$ cat src/rtl/adma_pkg.sv
// Shared types and helpers for the AXIS destination data mover.
// atx_info_t documents the info-FIFO entry layout at the default configuration.
package adma_pkg;

  typedef enum logic [1:0] {
    ST_IDLE  = 2'd0,
    ST_XFER  = 2'd1,
    ST_DRAIN = 2'd2
  } dst_state_e;

  function automatic int unsigned clog2_min1(input int unsigned n);
    return (n <= 1) ? 1 : $clog2(n);
  endfunction

  localparam int unsigned DEF_CHN_NUM  = 4;
  localparam int unsigned DEF_CHN_W    = clog2_min1(DEF_CHN_NUM);
  localparam int unsigned DEF_TDEST_W  = 2;
  localparam int unsigned DEF_LEN_W    = 8;
  localparam int unsigned DEF_BYTE_AMT = 256 / 8;

  typedef struct packed {
    logic [DEF_CHN_W-1:0]    chn_id;
    logic [DEF_TDEST_W-1:0]  tdest;
    logic [DEF_LEN_W-1:0]    tlen;
    logic [DEF_BYTE_AMT-1:0] tkeep_last;
  } atx_info_t;

  function automatic int unsigned info_width(input int unsigned chn_w, input int unsigned tdest_w,
                                             input int unsigned len_w, input int unsigned byte_amt);
    return chn_w + tdest_w + len_w + byte_amt;
  endfunction

endpackage

$ cat src/rtl/adma_dst_pkt_ctrl.sv
// Packet framing controller: walks one transaction at a time, frames beats, handles abort/drain.
//   state    | meaning
//   ST_IDLE  | waiting for an info entry; no data accepted
//   ST_XFER  | forwarding beats into the output slice
//   ST_DRAIN | packet truncated by abort; residual beats discarded
module adma_dst_pkt_ctrl
  import adma_pkg::*;
#(
  parameter int unsigned CHN_NUM  = 4,
  parameter int unsigned CHN_W    = 2,
  parameter int unsigned LEN_W    = 8,
  parameter int unsigned TDEST_W  = 2,
  parameter int unsigned BYTE_AMT = 32
) (
  input  logic                aclk,
  input  logic                aresetn,
  input  logic                info_vld,
  input  logic [CHN_W-1:0]    info_chn,
  input  logic [TDEST_W-1:0]  info_tdest,
  input  logic [LEN_W-1:0]    info_tlen,
  input  logic [BYTE_AMT-1:0] info_keep,
  output logic                info_pop,
  input  logic                wdata_vld,
  output logic                wdata_rdy,
  input  logic                slice_rdy,
  output logic                beat_vld,
  output logic                beat_last,
  output logic [BYTE_AMT-1:0] beat_keep,
  output logic [CHN_W-1:0]    cur_chn,
  output logic [TDEST_W-1:0]  cur_tdest,
  input  logic [CHN_NUM-1:0]  abort,
  output logic [CHN_NUM-1:0]  done,
  output logic [CHN_NUM-1:0]  err
);
  dst_state_e          state_q, state_d;
  logic [LEN_W-1:0]    cnt_q, cnt_d, tlen_q, tlen_d;
  logic                abort_q, abort_d;
  logic [CHN_W-1:0]    chn_q, chn_d;
  logic [TDEST_W-1:0]  tdest_q, tdest_d;
  logic [BYTE_AMT-1:0] keep_q, keep_d;
  logic [CHN_NUM-1:0]  done_q, done_d, err_q, err_d;
  logic                hs, at_end;

  assign hs     = wdata_vld & wdata_rdy;
  assign at_end = (cnt_q == tlen_q);

  always_ff @(posedge aclk or negedge aresetn) begin
    if (!aresetn) begin
      state_q <= ST_IDLE;
      cnt_q   <= '0;
      tlen_q  <= '0;
      abort_q <= 1'b0;
      chn_q   <= '0;
      tdest_q <= '0;
      keep_q  <= '0;
      done_q  <= '0;
      err_q   <= '0;
    end else begin
      state_q <= state_d;
      cnt_q   <= cnt_d;
      tlen_q  <= tlen_d;
      abort_q <= abort_d;
      chn_q   <= chn_d;
      tdest_q <= tdest_d;
      keep_q  <= keep_d;
      done_q  <= done_d;
      err_q   <= err_d;
    end
  end

  always_comb begin
    state_d = state_q;
    cnt_d   = cnt_q;
    tlen_d  = tlen_q;
    abort_d = abort_q;
    chn_d   = chn_q;
    tdest_d = tdest_q;
    keep_d  = keep_q;
    done_d  = '0;
    err_d   = '0;
    case (state_q)
      ST_IDLE: begin
        if (info_vld) begin
          state_d = ST_XFER;
          chn_d   = info_chn;
          tdest_d = info_tdest;
          tlen_d  = info_tlen;
          keep_d  = (info_keep == '0) ? '1 : info_keep;
        end
      end
      ST_XFER: begin
        if (hs && at_end) begin
          // a fresh abort coinciding with the natural last beat is ignored
          state_d = ST_IDLE;
          cnt_d   = '0;
          abort_d = 1'b0;
          if (abort_q) err_d[chn_q] = 1'b1;
          else         done_d[chn_q] = 1'b1;
        end else begin
          if (abort[chn_q]) abort_d = 1'b1;
          if (hs) begin
            cnt_d = cnt_q + LEN_W'(1);
            if (abort_q) state_d = ST_DRAIN;
          end
        end
      end
      ST_DRAIN: begin
        if (hs) begin
          if (at_end) begin
            state_d = ST_IDLE;
            cnt_d   = '0;
            abort_d = 1'b0;
            err_d[chn_q] = 1'b1;
          end else begin
            cnt_d = cnt_q + LEN_W'(1);
          end
        end
      end
      default: state_d = ST_IDLE;
    endcase
  end

  always_comb begin
    wdata_rdy = 1'b0;
    beat_vld  = 1'b0;
    info_pop  = 1'b0;
    case (state_q)
      ST_XFER: begin
        wdata_rdy = slice_rdy;
        beat_vld  = wdata_vld & slice_rdy;
        info_pop  = hs & at_end;
      end
      ST_DRAIN: begin
        wdata_rdy = 1'b1;
        info_pop  = hs & at_end;
      end
      default: ;
    endcase
    beat_last = at_end | abort_q;
    beat_keep = (at_end & ~abort_q) ? keep_q : '1;
  end

  assign cur_chn   = chn_q;
  assign cur_tdest = tdest_q;
  assign done      = done_q;
  assign err       = err_q;

endmodule

$ cat src/rtl/skid_buffer.sv
// Two-entry full skid buffer: registered ready and valid, 1 beat/cycle throughput.
module skid_buffer #(
  parameter int unsigned DW = 8
) (
  input  logic          aclk,
  input  logic          aresetn,
  input  logic          s_valid,
  output logic          s_ready,
  input  logic [DW-1:0] s_data,
  output logic          m_valid,
  input  logic          m_ready,
  output logic [DW-1:0] m_data
);
  logic          main_vld_q, main_vld_d, skid_vld_q, skid_vld_d;
  logic [DW-1:0] main_data_q, main_data_d, skid_data_q, skid_data_d;
  logic          s_hs, m_hs;

  assign s_ready = ~skid_vld_q;
  assign m_valid = main_vld_q;
  assign m_data  = main_data_q;
  assign s_hs    = s_valid & s_ready;
  assign m_hs    = main_vld_q & m_ready;

  always_comb begin
    main_vld_d  = main_vld_q;
    main_data_d = main_data_q;
    skid_vld_d  = skid_vld_q;
    skid_data_d = skid_data_q;
    if (m_hs) begin
      // skid occupied implies s_ready was low, so no new beat this cycle
      if (skid_vld_q) begin
        main_data_d = skid_data_q;
        skid_vld_d  = 1'b0;
      end else begin
        main_vld_d = s_hs;
        if (s_hs) main_data_d = s_data;
      end
    end else if (s_hs) begin
      if (!main_vld_q) begin
        main_vld_d  = 1'b1;
        main_data_d = s_data;
      end else begin
        skid_vld_d  = 1'b1;
        skid_data_d = s_data;
      end
    end
  end

  always_ff @(posedge aclk or negedge aresetn) begin
    if (!aresetn) begin
      main_vld_q  <= 1'b0;
      main_data_q <= '0;
      skid_vld_q  <= 1'b0;
      skid_data_q <= '0;
    end else begin
      main_vld_q  <= main_vld_d;
      main_data_q <= main_data_d;
      skid_vld_q  <= skid_vld_d;
      skid_data_q <= skid_data_d;
    end
  end

endmodule

$ cat src/rtl/sync_fifo.sv
// Synchronous FIFO, power-of-2 depth; accepts a push while full if a pop happens in the same cycle.
module sync_fifo #(
  parameter int unsigned DW    = 8,
  parameter int unsigned DEPTH = 4
) (
  input  logic          aclk,
  input  logic          aresetn,
  input  logic          push,
  input  logic [DW-1:0] din,
  input  logic          pop,
  output logic [DW-1:0] dout,
  output logic          full,
  output logic          empty
);
  localparam int unsigned AW = (DEPTH <= 1) ? 1 : $clog2(DEPTH);

  logic [DW-1:0] mem_q [DEPTH];
  logic [AW:0]   wr_ptr_q, wr_ptr_d, rd_ptr_q, rd_ptr_d;
  logic          do_push, do_pop;

  assign empty   = (wr_ptr_q == rd_ptr_q);
  assign full    = (wr_ptr_q[AW] != rd_ptr_q[AW]) && (wr_ptr_q[AW-1:0] == rd_ptr_q[AW-1:0]);
  assign do_pop  = pop & ~empty;
  assign do_push = push & (~full | do_pop);
  assign dout    = mem_q[rd_ptr_q[AW-1:0]];

  always_comb begin
    wr_ptr_d = wr_ptr_q;
    rd_ptr_d = rd_ptr_q;
    if (do_push) wr_ptr_d = wr_ptr_q + (AW+1)'(1);
    if (do_pop)  rd_ptr_d = rd_ptr_q + (AW+1)'(1);
  end

  always_ff @(posedge aclk or negedge aresetn) begin
    if (!aresetn) begin
      wr_ptr_q <= '0;
      rd_ptr_q <= '0;
    end else begin
      wr_ptr_q <= wr_ptr_d;
      rd_ptr_q <= rd_ptr_d;
    end
  end

  always_ff @(posedge aclk) begin
    if (do_push) mem_q[wr_ptr_q[AW-1:0]] <= din;
  end

endmodule

$ cat src/rtl/adma_dm_dst_axis_pkt.sv
// Destination-side AXIS data mover: info FIFO -> packet controller -> output skid slice.
module adma_dm_dst_axis_pkt
  import adma_pkg::*;
#(
  parameter int unsigned DMA_CHN_NUM      = 4,
  parameter int unsigned MST_ID_W         = 5,
  parameter int unsigned ATX_LEN_W        = 8,
  parameter int unsigned DST_TDEST_W      = 2,
  parameter int unsigned ATX_DST_DATA_W   = 256,
  parameter int unsigned ATX_DST_BYTE_AMT = ATX_DST_DATA_W / 8,
  parameter int unsigned ATX_NUM_OSTD     = DMA_CHN_NUM,
  parameter int unsigned DMA_CHN_NUM_W    = clog2_min1(DMA_CHN_NUM)
) (
  input  logic                            aclk,
  input  logic                            aresetn,
  input  logic [DMA_CHN_NUM_W-1:0]        atx_chn_id,
  input  logic [DST_TDEST_W-1:0]          atx_tdest,
  input  logic [ATX_LEN_W-1:0]            atx_tlen,
  input  logic [ATX_DST_BYTE_AMT-1:0]     atx_tkeep_last,
  input  logic                            atx_vld,
  output logic                            atx_rdy,
  input  logic [ATX_DST_DATA_W-1:0]       atx_wdata,
  input  logic                            atx_wdata_vld,
  output logic                            atx_wdata_rdy,
  input  logic [DMA_CHN_NUM*MST_ID_W-1:0] atx_id,
  input  logic [DMA_CHN_NUM-1:0]          atx_abort,
  output logic [DMA_CHN_NUM-1:0]          atx_done,
  output logic [DMA_CHN_NUM-1:0]          atx_dst_err,
  output logic [MST_ID_W-1:0]             m_tid,
  output logic [DST_TDEST_W-1:0]          m_tdest,
  output logic [ATX_DST_DATA_W-1:0]       m_tdata,
  output logic [ATX_DST_BYTE_AMT-1:0]     m_tkeep,
  output logic [ATX_DST_BYTE_AMT-1:0]     m_tstrb,
  output logic                            m_tlast,
  output logic                            m_tvalid,
  input  logic                            m_tready
);
  localparam int unsigned INFO_W  = info_width(DMA_CHN_NUM_W, DST_TDEST_W, ATX_LEN_W, ATX_DST_BYTE_AMT);
  localparam int unsigned SLICE_W = MST_ID_W + DST_TDEST_W + ATX_DST_BYTE_AMT + 1 + ATX_DST_DATA_W;

  logic [INFO_W-1:0]           fifo_din, fifo_dout;
  logic                        fifo_full, fifo_empty, fifo_pop, info_push;
  logic [DMA_CHN_NUM_W-1:0]    head_chn, cur_chn;
  logic [DST_TDEST_W-1:0]      head_tdest, cur_tdest;
  logic [ATX_LEN_W-1:0]        head_tlen;
  logic [ATX_DST_BYTE_AMT-1:0] head_keep, beat_keep;
  logic                        beat_vld, beat_last, slice_rdy;
  logic [SLICE_W-1:0]          slice_din, slice_dout;
  logic [MST_ID_W-1:0]         id_arr [DMA_CHN_NUM];

  assign atx_rdy   = ~fifo_full;
  assign info_push = atx_vld & atx_rdy;
  assign fifo_din  = {atx_chn_id, atx_tdest, atx_tlen, atx_tkeep_last};
  assign {head_chn, head_tdest, head_tlen, head_keep} = fifo_dout;

  sync_fifo #(
    .DW    (INFO_W),
    .DEPTH (ATX_NUM_OSTD)
  ) u_info_fifo (
    .aclk    (aclk),
    .aresetn (aresetn),
    .push    (info_push),
    .din     (fifo_din),
    .pop     (fifo_pop),
    .dout    (fifo_dout),
    .full    (fifo_full),
    .empty   (fifo_empty)
  );

  adma_dst_pkt_ctrl #(
    .CHN_NUM  (DMA_CHN_NUM),
    .CHN_W    (DMA_CHN_NUM_W),
    .LEN_W    (ATX_LEN_W),
    .TDEST_W  (DST_TDEST_W),
    .BYTE_AMT (ATX_DST_BYTE_AMT)
  ) u_ctrl (
    .aclk       (aclk),
    .aresetn    (aresetn),
    .info_vld   (~fifo_empty),
    .info_chn   (head_chn),
    .info_tdest (head_tdest),
    .info_tlen  (head_tlen),
    .info_keep  (head_keep),
    .info_pop   (fifo_pop),
    .wdata_vld  (atx_wdata_vld),
    .wdata_rdy  (atx_wdata_rdy),
    .slice_rdy  (slice_rdy),
    .beat_vld   (beat_vld),
    .beat_last  (beat_last),
    .beat_keep  (beat_keep),
    .cur_chn    (cur_chn),
    .cur_tdest  (cur_tdest),
    .abort      (atx_abort),
    .done       (atx_done),
    .err        (atx_dst_err)
  );

  for (genvar c = 0; c < DMA_CHN_NUM; c++) begin : g_id
    assign id_arr[c] = atx_id[c*MST_ID_W +: MST_ID_W];
  end

  // TSTRB always equals TKEEP, so only TKEEP travels through the slice
  assign slice_din = {id_arr[cur_chn], cur_tdest, beat_keep, beat_last, atx_wdata};

  skid_buffer #(
    .DW (SLICE_W)
  ) u_out_slice (
    .aclk    (aclk),
    .aresetn (aresetn),
    .s_valid (beat_vld),
    .s_ready (slice_rdy),
    .s_data  (slice_din),
    .m_valid (m_tvalid),
    .m_ready (m_tready),
    .m_data  (slice_dout)
  );

  assign {m_tid, m_tdest, m_tkeep, m_tlast, m_tdata} = slice_dout;
  assign m_tstrb = m_tkeep;

endmodule

$ cat config.mk
export PLATFORM = sky130hd
export DESIGN_NAME = adma_dm_dst_axis_pkt
export DESIGN_NICKNAME = d
export VERILOG_FILES = /design/src/rtl/adma_pkg.sv /design/src/rtl/adma_dst_pkt_ctrl.sv /design/src/rtl/skid_buffer.sv /design/src/rtl/sync_fifo.sv /design/src/rtl/adma_dm_dst_axis_pkt.sv
export SDC_FILE = /design/constraint.sdc
export NUM_CORES = 1
export LEC_CHECK = 0
export CAP_MARGIN = 20
export CELL_PAD_IN_SITES_DETAIL_PLACEMENT = 0
export CELL_PAD_IN_SITES_GLOBAL_PLACEMENT = 1
export CORE_UTILIZATION = 25
export CTS_CLUSTER_SIZE = 14
export DETAILED_ROUTE_END_ITERATION = 8
export PLACE_DENSITY = 0.5
export SLEW_MARGIN = 20
export SYNTH_ARGS = -nofsm -noshare
export SYNTH_HDL_FRONTEND = slang
export SYNTH_SLANG_ARGS = --single-unit
$ cat constraint.sdc
create_clock -name aclk -period 4.9 [get_ports aclk]
set_input_delay 0.735 -clock aclk [delete_from_list [all_inputs] [get_ports aclk]]
set_output_delay 0.735 -clock aclk [all_outputs]
set_load 0.01 [all_outputs]
# After elaboration in Yosys (flattened, before gate mapping)
# Memories as Yosys holds them, arrays and structs flattened.
# Cells that the tools add are included.
# Widths: inputs -> output; s select.
[classes]
add_sub_neg = 3
order_cmp = 3
n_reduce_logical = 18
n_eq_ne = 14
n_bitwise = 17
muxes = 50
[op_table]
columns = ["cell", "count"]
rows = [
  ["$mux 296", 5],
  ["$mux 32", 2],
  ["$logic_not 32->1", 1],
  ["$mux 8", 4],
  ["$mux 4", 7],
  ["$mux 1", 16],
  ["$pmux 8 s2", 1],
  ["$mux 2", 6],
  ["$bmux 5 s2", 1],
  ["$mux 5", 2],
  ["$and 1x1->1", 9],
  ["$ne 3x1->1 const B", 3],
  ["$reduce_and 3->1", 3],
  ["$add 8x1->8 const B", 1],
  ["$eq 8x8->1", 1],
  ["$pmux 4 s2", 1],
  ["$reduce_bool 2->1", 4],
  ["$add 3x1->3 const B", 2],
  ["$ne 2x2->1 const B", 3],
  ["$pmux 2 s3", 1],
  ["$reduce_and 2->1", 3],
  ["$not 1->1", 5],
  ["$reduce_and 5->1", 1],
  ["$ne 2x1->1 const B", 2],
  ["other kinds (17)", 21],
]
[word_totals]
out_inout_bits = 339
elab_cells = 121
mem_count = 1
in_bits = 329
ram_bits = 176
reg_bits = 663
[memory_table]
columns = ["name", "words", "width", "rd", "rd_clocked_by_memory_dff", "write_ports", "line_no", "source"]
rows = [
  ["u_info_fifo.mem_q", 4, 44, 1, 0, 1, "sync_fifo.sv:17", "logic [DW-1:0] mem_q [DEPTH];"],
]

# Logic depth before layout (Yosys ltp)
[depth]
word_depth = 10
depth_mapped = 10
mapped_depth_nobuf = 7

# By module
# A second synthesis with hierarchy kept.
[unflattened]
hier_cells = 3346
area_unflattened_um2 = 38567.0
[modules_own_cells]
columns = ["mod", "cells_each", "area_per_inst_um2", "seq_area_each_um2", "instances"]
rows = [
  ["skid_buffer", 2675, 28212.1, 14864.3, 1],
  ["sync_fifo", 273, 6782.8, 5435.2, 1],
  ["adma_dst_pkt_ctrl", 357, 3194.3, 1576.5, 1],
  ["adma_dm_dst_axis_pkt", 41, 377.9, 0.0, 1],
]

# Least setup slack after synthesis
# No wires, ideal clock.
[synth_timing]
kind = "register to register"
start = "register u_info_fifo.rd_ptr_q[1]"
end = "memory u_info_fifo.mem_q[3][0] in the netlist's numbering, enable pin"
arrival_ns = 2.357
setup_slack_ns = 2.136
t_required_ns = 4.492
path_stages_with_launch = 6
setup_ns = 0.408
path_buffers = 2
synth_period_minus_slack_ns = 2.764
cell_sequence = "dfrtp_1 buf_2 buf_1 xnor2_1 nand3_1 and3_1"
[synth_via]
elab_chain_len = 7
elab_cells_between_ends = 11
classes_between = "eq/ne (2); mux (2); bitwise (6); reduce/logical (1)"
[synth_rtl]
columns = ["element", "line_no", "source"]
rows = [
  ["start: declaration", "sync_fifo.sv:18", "logic [AW:0] wr_ptr_q, wr_ptr_d, rd_ptr_q, rd_ptr_d;"],
  ["start signal: assignment", "sync_fifo.sv:40", "rd_ptr_q <= rd_ptr_d;"],
  ["$eq 2x2->1 (*)", "sync_fifo.sv:22", "assign full = (wr_ptr_q[AW] != rd_ptr_q[AW]) && (wr_ptr_q[AW-1:0] == rd_ptr_q[AW-1:0]);"],
  ["$logic_and 1x1->1 (*)", "sync_fifo.sv:22", ""],
  ["$not 1->1 (*)", "adma_dm_dst_axis_pkt.sv:51", "assign atx_rdy = ~fifo_full;"],
  ["via atx_rdy", "adma_dm_dst_axis_pkt.sv:21", "output logic atx_rdy,"],
  ["$and 1x1->1 or $or 1x1->1 (tied branches)", "adma_dm_dst_axis_pkt.sv:52, sync_fifo.sv:24", ""],
  ["$and 1x1->1 (*)", "sync_fifo.sv:24", "assign do_push = push & (~full | do_pop);"],
  ["$mux 1 (*)", "sync_fifo.sv:45", "if (do_push) mem_q[wr_ptr_q[AW-1:0]] <= din;"],
  ["$mux 1 (implied by the code) (*)", "sync_fifo.sv:45", ""],
  ["end: declaration", "sync_fifo.sv:17", ""],
]
# Mark *: on every way through the listed nets, which the timed path passes. The rest lies on a longest branch.

# Final worst setup path
[layout_timing]
start = "register u_info_fifo.rd_ptr_q[0]"
end = "output atx_rdy"
[layout_via]
elab_chain_len = 3
[layout_rtl]
columns = ["element", "line_no"]
rows = [
  ["$eq 2x2->1", "sync_fifo.sv:22"],
  ["$logic_and 1x1->1", "sync_fifo.sv:22"],
  ["$not 1->1", "adma_dm_dst_axis_pkt.sv:51"],
  ["end: declaration", "adma_dm_dst_axis_pkt.sv:21"],
]
# No other way between the ends.

==> results by group <==
Yosys
  • Ys async rst share: 79.0%
  • Syn_nets: 2986
  • Cell accounting for the most synthesized area: dfrtp_1
  • Mean Syn Cell Area: 13.0 µm²
  • Number of synthesized flops with an enable pin: 176
  • Synthesis-stage register bit count: 839
  • Post-synthesis cell count: 2647
  • Count of cell types in the netlist: 42
  • Warnings from Yosys: 0
  • Post-synthesis sequential area ratio: 63.6%
  • Top_reg_cell synth: dfrtp_1
  • Area share of the largest cell type after synthesis: 48.2%
  • Synthesized area: between 30000 and 40000 µm²
  • Area contributors post-synth: dfrtp_1, edfxtp_1, mux2_2

Pwr
  • Leak pwr: 18.6 nW
  • P_int: 19.4 mW
  • Power Density: between 600 and 700 nW/µm²
  • Peak supply drop: 0.255 mV
  • Logic pwr share: 31.9%
  • Reg power frac: about two fifths
  • Clock share of power: 27.3%
  • Switching Share: 32.2%
  • Total Power: 28.6 mW
  • Psw: 9.23 mW

Critical path
  • Slowest stage cell, crit path: dfrtp_4
  • Critical Path End Type: output port
  • Critical path, cell by cell: xnor2_1 > nand3_1 > clkdlybuf4s50_1
  • CP Class: flip-flop to output port
  • Cell class contributing the biggest share of worst-path delay: flip-flops
  • WP data required: 4160 ps
  • CP Launch Type: flip-flop
  • Largest stage delay, worst path: roughly 960 ps
  • Crit path DAT: 2690 ps
  • Max FO, Critical Path: 39
  • CP Buf/Inv Count: 1

Clock tree
  • CTS tree: yes
  • Total setup buffers inserted after CTS: 0
  • CTS Buffer Depth: 3
  • Htree depth: 3
  • Clk sinks: between 800 and 900
  • Worst-path clk slew: 60 ps
  • Hold_buf cts: 0
  • Clock insertion delay at the later pin of the skew report: approximately 700 ps
  • Clk root buf: clkbuf_16
  • CTS Buf Count: between 90 and 100
  • Post_cts resized: 0

Finish
  • Area taken by flip-flops and latches: 21900 µm²
  • Area used by multi-input combinational logic: 11600 µm²
  • Final Instance Count excl. Fillers: 5133
  • NumNets Final: 3600
  • Area growth from synthesis to layout: 35.1%
  • Number of fill cells: 13500
  • Commonest cells after routing, fill and taps aside: clkdlybuf4s50_1, dfrtp_1, nand2_1
  • Fraction of layout cells with a size suffix above 1: between 10% and 20%
  • Most common cell after layout, fill and taps aside: clkdlybuf4s50_1

GRT
  • Busiest grt layer: met2
  • Met3 usage: 4.24%
  • GR Util All Layers: 15.3%
  • Largest net degree at the start of global routing: 130
  • Met1 global-route usage: 19.7%
  • Grt met2 use: 24.5%
  • Number of global-route vias before repair: 22700
  • Total gr overflow: 0
  • Initial antenna violation count: 28
  • First-pass GRT wire length: 159 mm

Die
  • Initial core utilization: about a quarter
  • Die ar.: 139000 µm²
  • CORE AREA: approximately 140000 µm²
  • Die H: ~370 µm
  • Row count: 135
  • Top Ports: 668
  • Die X: 373 µm

STA
  • Setup_tns: 0 ps
  • Unrepaired setup endpoints after global routing: false
  • Fin. Hold Viols: 0
  • Fmax achieved: approximately 0.3 GHz
  • Final setup violation count: 0
  • Setup Skew: 24.0 ps
  • Actual slew at the worst max-slew pin: 928 ps
  • Slew Viols, Final: 0
  • Final period util: 69.9%
  • Final worst-path setup slack: 1480 ps
  • Slew margin rel.: 38.2%
  • Tmin final: 3420 ps

Place
  • Number of port buffers: 667
  • # placed instances: 4941
  • HPWL after DPL: 73.8 mm
  • RePlAce Congestion: 0.744
  • DP Worst Slack: 1590 ps

Routing
  • Final ANT Viol Nets: 0
  • Via density: roughly 4.3
  • Via Count: 22100
  • Iteration-0 DRC Markers: 1201
  • WL/cell: 20.8 µm
  • Remaining DRCs: 0
  • Final wirelength: around 110 mm
  • Initial DRT Pass Iterations: 5

Run
  • Maximum capacitance violations: 0

Outcome
  • Outcome: finished, final reports clean

Worst hold path
  • Type of the worst min-delay path: input port to async pin
## cell usage after synthesis, types with 6 or more instances
library cell	n
dfrtp_1	663
nand2_1	346
o21ai_0	268
mux2_2	264
mux2i_1	264
edfxtp_1	176
nor2_1	174
clkbuf_1	143
a21oi_1	58
mux4_2	50
nor3_1	40
o31ai_1	34
buf_4	32
buf_1	19
xnor2_1	16
a21oi_2	10
ha_1	10
nor4_1	10
inv_1	9
buf_6	6
## through the flow
stage	cell area, µm²	utilization (%)	hold WS, ps
detailed placement	43000	31.6	469
global route	46500	34.2	111
floorplan	34400	-	439
finish	46500	34.2	101
global placement	43000	31.6	461
CTS	46400	34.2	58.3
## final timing paths
kind,startpoint,to,slack (ps),cells after the start
worst max-delay path,u_info_fifo.rd_ptr_q[0]$_DFFE_PN0P_,atx_rdy,1480,3
worst min-delay path,aresetn,u_out_slice.skid_data_q[14]$_DFFE_PN0P_,100,1
worst max register to register,u_info_fifo.rd_ptr_q[0]$_DFFE_PN0P_,u_ctrl.keep_q[19]$_DFFE_PN0P_,1950,6
worst min register to register,u_out_slice.m_data[54]$_DFFE_PN0P_,u_out_slice.m_data[54]$_DFFE_PN0P_,470,2
max in group asynchronous,aresetn,u_out_slice.m_data[132]$_DFFE_PN0P_,3590,2
min in group aclk,u_out_slice.m_data[54]$_DFFE_PN0P_,u_out_slice.m_data[54]$_DFFE_PN0P_,470,2
## cells by family after synthesis
group / count (synthesis) / synth area share [%]
AO/OA/AOI/OAI: 386 / 6.09
AND/OR/NAND/NOR: 602 / 7.04
buffers and inverters: 213 / 2.82
XOR/XNOR: 19 / 0.484
flip-flops: 839 / 63.6
multiplexers: 578 / 19.6
adder cells (fa/ha/maj): 10 / 0.364
## power groups by stage
stage / logic [mW] / clock network [mW] / registers, mW
2_1_floorplan: 4.24 / 0 / 11.9
3_3_place_gp: 9.27 / 0 / 11.8
3_5_place_dp: 9.36 / 0 / 11.9
4_1_cts: 9.37 / 8.10 / 11.8
5_1_grt: 10.1 / 8.34 / 12.1
6_report: 9.13 / 7.81 / 11.7
## state kept, by name, indices dropped and copies added, names as in the netlist
name / flops
u_ctrl.abort_q: 1
u_out_slice.m_valid: 1
u_ctrl.keep_q: 32
u_info_fifo.rd_ptr_q: 3
u_out_slice.skid_vld_q: 1
u_info_fifo.mem_q: 176
u_ctrl.cur_chn: 2
u_ctrl.state_q: 2
u_ctrl.err: 4
u_ctrl.done: 4
u_out_slice.m_data: 296
u_ctrl.cnt_q: 8
u_info_fifo.wr_ptr_q: 3
u_ctrl.tlen_q: 8
u_out_slice.skid_data_q: 296
u_ctrl.cur_tdest: 2
## per-layer routing
layer	vias to the layer above	routed length, µm
met1	10800	46900
li1	10600	-
met4	12	2980
met2	502	50700
met3	168	5930
met5	-	59
## area by class of cell
type	instances	area share [%]
Antenna cell	10	0.0539
Timing Repair Buffer	717	15.6
Sequential cell	839	47.1
Clock buffer	136	6.04
Tap cell	1781	4.80
Clock inverter	46	1.37
Multi-Input combinational cell	1595	24.9
Inverter	9	0.0727
(Power assumes the default switching activity.)
